File: src/rtl/bcd_pkg.sv
// Shared types and constants for the serial BCD adder slice.
// Digit type, controller state encoding and BCD correction constants.
package bcd_pkg;

    typedef logic [3:0] bcd_digit_t;

    typedef enum logic [1:0] {
        IDLE,
        ADD,
        DONE
    } ctrl_state_t;

    localparam int BCD_MAX  = 9;
    localparam int BCD_CORR = 6;

endpackage

File: src/rtl/bcd_digit_add.sv
// Single-digit BCD adder cell.
// Combinational: a + b + cin with decimal correction.
module bcd_digit_add
    import bcd_pkg::*;
(
    input  bcd_digit_t a,
    input  bcd_digit_t b,
    input  logic       cin,
    output bcd_digit_t sum,
    output logic       cout,
    output logic       invalid
);

    logic [4:0] raw;

    always_comb begin
        raw     = {1'b0, a} + {1'b0, b} + {4'b0, cin};
        cout    = raw > 5'(BCD_MAX);
        sum     = cout ? raw[3:0] + 4'(BCD_CORR) : raw[3:0];
        invalid = (a > 4'(BCD_MAX)) | (b > 4'(BCD_MAX));
    end

endmodule

File: src/rtl/bcd_serial_add_ctrl.sv
// Serial multi-digit BCD adder: one shared digit cell, ones digit first.
// Start/Done handshake; Sum and Error hold until the next accepted Start.
module bcd_serial_add_ctrl
    import bcd_pkg::*;
#(
    parameter int DIGITS = 4
) (
    input  logic                    Clock,
    input  logic                    Reset,
    input  logic                    Start,
    input  logic [4*DIGITS-1:0]     A,
    input  logic [4*DIGITS-1:0]     B,
    input  logic                    Cin,
    output logic                    Ready,
    output logic                    Busy,
    output logic                    Done,
    output logic [4*(DIGITS+1)-1:0] Sum,
    output logic                    Error
);

    localparam int IW = (DIGITS > 1) ? $clog2(DIGITS) : 1;
    localparam int W  = 4 * DIGITS;

    ctrl_state_t state, nextState;

    logic [IW-1:0] idx;
    logic [W-1:0]  aReg, bReg;
    logic          carry;
    logic          accept;
    logic          lastStep;
    bcd_digit_t    digit;
    logic          cout;
    logic          invalid;

    assign accept   = Start & Ready;
    assign lastStep = (state == ADD) && (idx == IW'(DIGITS - 1));

    // Operands shift right so the cell always sees the current digit at [3:0].
    bcd_digit_add uAdd (
        .a       (aReg[3:0]),
        .b       (bReg[3:0]),
        .cin     (carry),
        .sum     (digit),
        .cout    (cout),
        .invalid (invalid)
    );

    always_ff @(posedge Clock) begin
        if (Reset) begin
            state <= IDLE;
        end else begin
            state <= nextState;
        end
    end

    always_comb begin
        nextState = state;
        unique case (state)
            IDLE:    if (Start) nextState = ADD;
            ADD:     if (lastStep) nextState = DONE;
            DONE:    nextState = Start ? ADD : IDLE;
            default: nextState = IDLE;
        endcase
    end

    always_comb begin
        Busy  = (state == ADD);
        Ready = ~Busy;
        Done  = (state == DONE);
    end

    always_ff @(posedge Clock) begin
        if (Reset) begin
            aReg  <= '0;
            bReg  <= '0;
            carry <= 1'b0;
            idx   <= '0;
            Sum   <= '0;
            Error <= 1'b0;
        end else if (accept) begin
            aReg  <= A;
            bReg  <= B;
            carry <= Cin;
            idx   <= '0;
            Sum   <= '0;
            Error <= 1'b0;
        end else if (state == ADD) begin
            aReg  <= aReg >> 4;
            bReg  <= bReg >> 4;
            carry <= cout;
            idx   <= idx + 1'b1;
            Error <= Error | invalid;
            for (int i = 0; i < DIGITS; i++) begin
                if (idx == IW'(i)) Sum[4*i +: 4] <= digit;
            end
            if (lastStep) Sum[W +: 4] <= {3'b000, cout};
        end
    end

endmodule

File: config.mk
export PLATFORM = sky130hd
export DESIGN_NAME = bcd_serial_add_ctrl
export DESIGN_NICKNAME = d
export VERILOG_FILES = /design/src/rtl/bcd_pkg.sv /design/src/rtl/bcd_digit_add.sv /design/src/rtl/bcd_serial_add_ctrl.sv
export SDC_FILE = /design/constraint.sdc
export NUM_CORES = 1
export LEC_CHECK = 0
export CAP_MARGIN = 20
export CORE_MARGIN = 2
export CORE_UTILIZATION = 53
export DETAILED_ROUTE_END_ITERATION = 12
export PLACE_DENSITY = 0.88
export SYNTH_ARGS = -nofsm -noshare
export SYNTH_HDL_FRONTEND = slang
export SYNTH_SLANG_ARGS = --single-unit
File: constraint.sdc
create_clock -name Clock -period 4.7 [get_ports Clock]
set_input_delay 0.705 -clock Clock [delete_from_list [all_inputs] [get_ports Clock]]
set_output_delay 0.705 -clock Clock [all_outputs]
set_load 0.03 [all_outputs]
==> flow_summary_export.csv <==
group,metric,value,unit
worst_setup_path,startpoint,"aReg[0]",
global_routing,antenna_found_initial,0,
hold_path,min_path_type,"flip-flop to flip-flop",
global_routing,grt_max_degree,58,
synth,synth-seq-area-share,44.0,%
worst_setup_path,reg2reg_to,"Sum[6]",
detailed_routing,first_iter_violations,95,
synth,synth_top_family_by_area,"compound AO/OA/AOI/OAI gates",
synth,synth-xor-area-share,0.700,%
pwr,pwr-share-clk,25.0,%
synth,synthSimpleGateAreaFrac,14.8,%
clock_tree,ctsHtreeMaxLevel,2,
sta,finalSetupViolations,0,
pwr,combPwrFrac,23.8,%
sta,slew_headroom,34.2,%
final_layout,nets,369,
pwr,p_leak,1.32,nW
sta,timing.setup.tns,0,ns
floorplanning,die_h,72.7,um
final_layout,diodes,0,
sta,period_share,64.4,%
detailed_routing,dr.pass1.iters,4,
sta,rsz0062_at_grt,"false",
pwr,pwr-share-seq,51.2,%
floorplanning,start_util,54.1,%
detailed_routing,drt-total-wl,5290,um
sta,fmax,331,MHz
detailed_routing,via_count,2085,
detailed_routing,drc,0,
pwr,ir_drop,222,uV
worst_setup_path,crit_end,"Sum[6]",
clock_tree,clockRootBuffer,"clkbuf_8",
clock_tree,clk_pin_slew,0.09,ns
worst_setup_path,ff2ff_path_depth,10,
job,max-cap-violations,0,
hold_path,min-delay-start,"Sum[0]",
synth,synth_compound_area_share,16.2,%
worst_setup_path,critPathArrivalTime,3.25,ns
synth,synthCells,274,
place,io_buffers,56,
worst_setup_path,r2r_start,"aReg[0]",
synth,synth.distinct_cells,33,
pwr,p_sw_share,29.4,%
outcome,status,"completed",
worst_setup_path,crit_path_end_kind,"flip-flop",
synth,synth_seq_cells,55,
floorplanning,die_area,0.00529,mm2
floorplanning,core_area,0.00463,mm2
clock_tree,post_cts_buffers,0,
pwr,p_per_area,319,mW/mm2
final_layout,area_growth_syn_to_layout,25.6,%
sta,slew_violations,0,
worst_setup_path,cp-start-kind,"flip-flop",
worst_setup_path,cp.required,4.93,ns
floorplanning,top_level_ports,60,
sta,tightest_slew,0.986,ns
synth,synth_mux_area_share,13.4,%
synth,ys_warn_count,0,
worst_setup_path,r2r_slack,1.68,ns
synth,synth_area_per_cell,9.14,um2
clock_tree,cts_tree,"built",
clock_tree,numCtsBuffers,5,
clock_tree,cts_buffer_depth,2,
floorplanning,die_w,72.7,um
final_layout,final_cell_mix,"dfxtp_1 (55), clkdlybuf4s50_1 (55), nor2_1 (47)",
sta,final.setup_skew,0.00540,ns
place,gp_congestion,0.817,
worst_setup_path,cp_max_fo,5,
detailed_routing,viasPerCell,5.53,
clock_tree,postCtsHoldBufs,0,
place,dpl.hpwl,3840,um
detailed_routing,drtAntennaViolNets,0,
synth,synthAdderAreaFrac,6.10,%
final_layout,drive_above_1_share,5.57,%
final_layout,final_util,67.9,%
clock_tree,cts_resized,0,
synth,netlist_area,0.00250,mm2
global_routing,grt_usage,21.2,%
pwr,p_int,0.708,mW
clock_tree,clk_latency,0.31,ns
sta,period_needed,3.02,ns
sta,hold_viol,0,
global_routing,grt_pass1_wl,8800,um
floorplanning,rows,25,
global_routing,grt_pass1_vias,1959,
detailed_routing,wl_per_cell,14.0,um
pwr,net-switching-power,0.295,mW
global_routing,grt_overflow_total,0,
clock_tree,clkSinkCount,55,
worst_setup_path,worst-setup-path-type,"flip-flop to flip-flop",
[cells in the mapped netlist (all sizes together)]
| cell | instances | area, um2 |
|---|---|---|
| a31oi | 1 | 6.26 |
| fa | 2 | 40.0 |
| nand2b | 2 | 12.5 |
| a21o | 2 | 15.0 |
| a41oi | 1 | 8.76 |
| and2 | 2 | 12.5 |
| buf | 10 | 53.8 |
| nand3 | 9 | 45.0 |
| a2bb2oi | 1 | 8.76 |
| clkbuf | 9 | 33.8 |
| inv | 8 | 30.0 |
| ha | 9 | 113 |
| conb | 1 | 3.75 |
| and3 | 2 | 17.5 |
| o31ai | 4 | 50.1 |
| mux2i | 32 | 320 |
| nor2b | 2 | 12.5 |
| mux2 | 1 | 15.0 |
| dfxtp | 55 | 1100 |
| o21ai | 8 | 40.0 |
| a32oi | 1 | 8.76 |
| or3 | 2 | 12.5 |
| nor2 | 48 | 183 |
| nand2 | 20 | 75.1 |
| xnor2 | 2 | 17.5 |
| a21oi | 13 | 65.1 |
| a211oi | 27 | 203 |
[state kept, by name (all words and copies together), names as in the netlist]
signal and count:
aReg 16, Error 1, idx 2, carry 1, Sum 17, bReg 16
state 2
[worst min path at each step]
stage | slack (ns) | endpoint | cells past startpoint
after floorplan | 0.46 | aReg[12] | 2
after global placement | 0.44 | Sum[4] | 2
after detailed placement | 0.45 | Sum[0] | 2
after CTS | 0.46 | Sum[0] | 2
after global routing | 0.48 | Sum[9] | 2
final | 0.46 | Sum[0] | 2
[layer usage]
layer  GRT usage [%]  vias up  wire length [um]
met5               0        -                 0
met4            8.85        0               129
met3            5.94       13               289
met2            35.3       77              2540
met1            25.8      949              2330
li1                -     1046                 -
[metrics by stage]
stage | instance area [um2] | hold WS, ns | setup slack [ns] | power [mW] | instances
2_1_floorplan | 2510 | 0.461 | 1.98 | 0.688 | 276
3_3_place_gp | 3060 | 0.444 | 1.87 | 0.750 | 369
3_5_place_dp | 3060 | 0.448 | 1.72 | 0.761 | 369
4_1_cts | 3150 | 0.461 | 1.69 | 1.01 | 377
5_1_grt | 3150 | 0.480 | 1.48 | 1.06 | 377
6_report | 3150 | 0.457 | 1.68 | 1.00 | 377
[kinds of logic (layout without fill, tap and decap cells)]
group,after synthesis,in the layout
AO/OA/AOI/OAI,58,58
buffers and inverters,27,74
flip-flops,55,55
AND/OR/NAND/NOR,87,87
other,1,3
adder cells (fa/ha/maj),11,11
XOR/XNOR,2,2
multiplexers,33,33
[power by group through the flow]
stage	clock network [mW]	registers [mW]	logic, mW
2_1_floorplan	0	0.526	0.162
3_3_place_gp	0	0.523	0.227
3_5_place_dp	0	0.524	0.237
4_1_cts	0.258	0.514	0.238
5_1_grt	0.274	0.518	0.263
6_report	0.250	0.514	0.239
[worst max-delay path: stages (launching register included)]
cell	delay, ns
dfxtp_1	0.34
fa_1	0.46
fa_1	0.42
xnor2_1	0.40
ha_1	0.23
nand2_1	0.06
a32oi_1	0.17
and3_4	0.22
nor2_2	0.05
mux2_4	0.33
o31ai_2	0.25
[cell type report]
class	instances	area (um2)
Clock buffer	7	76.3
Clock inverter	1	5.00
Timing Repair Buffer	58	571
Fill cell	382	1480
Inverter	8	30.0
Sequential cell	55	1100
Multi-Input combinational cell	194	1290
Tap cell	54	67.6
No activity file was read; power rests on OpenSTA's default activity.
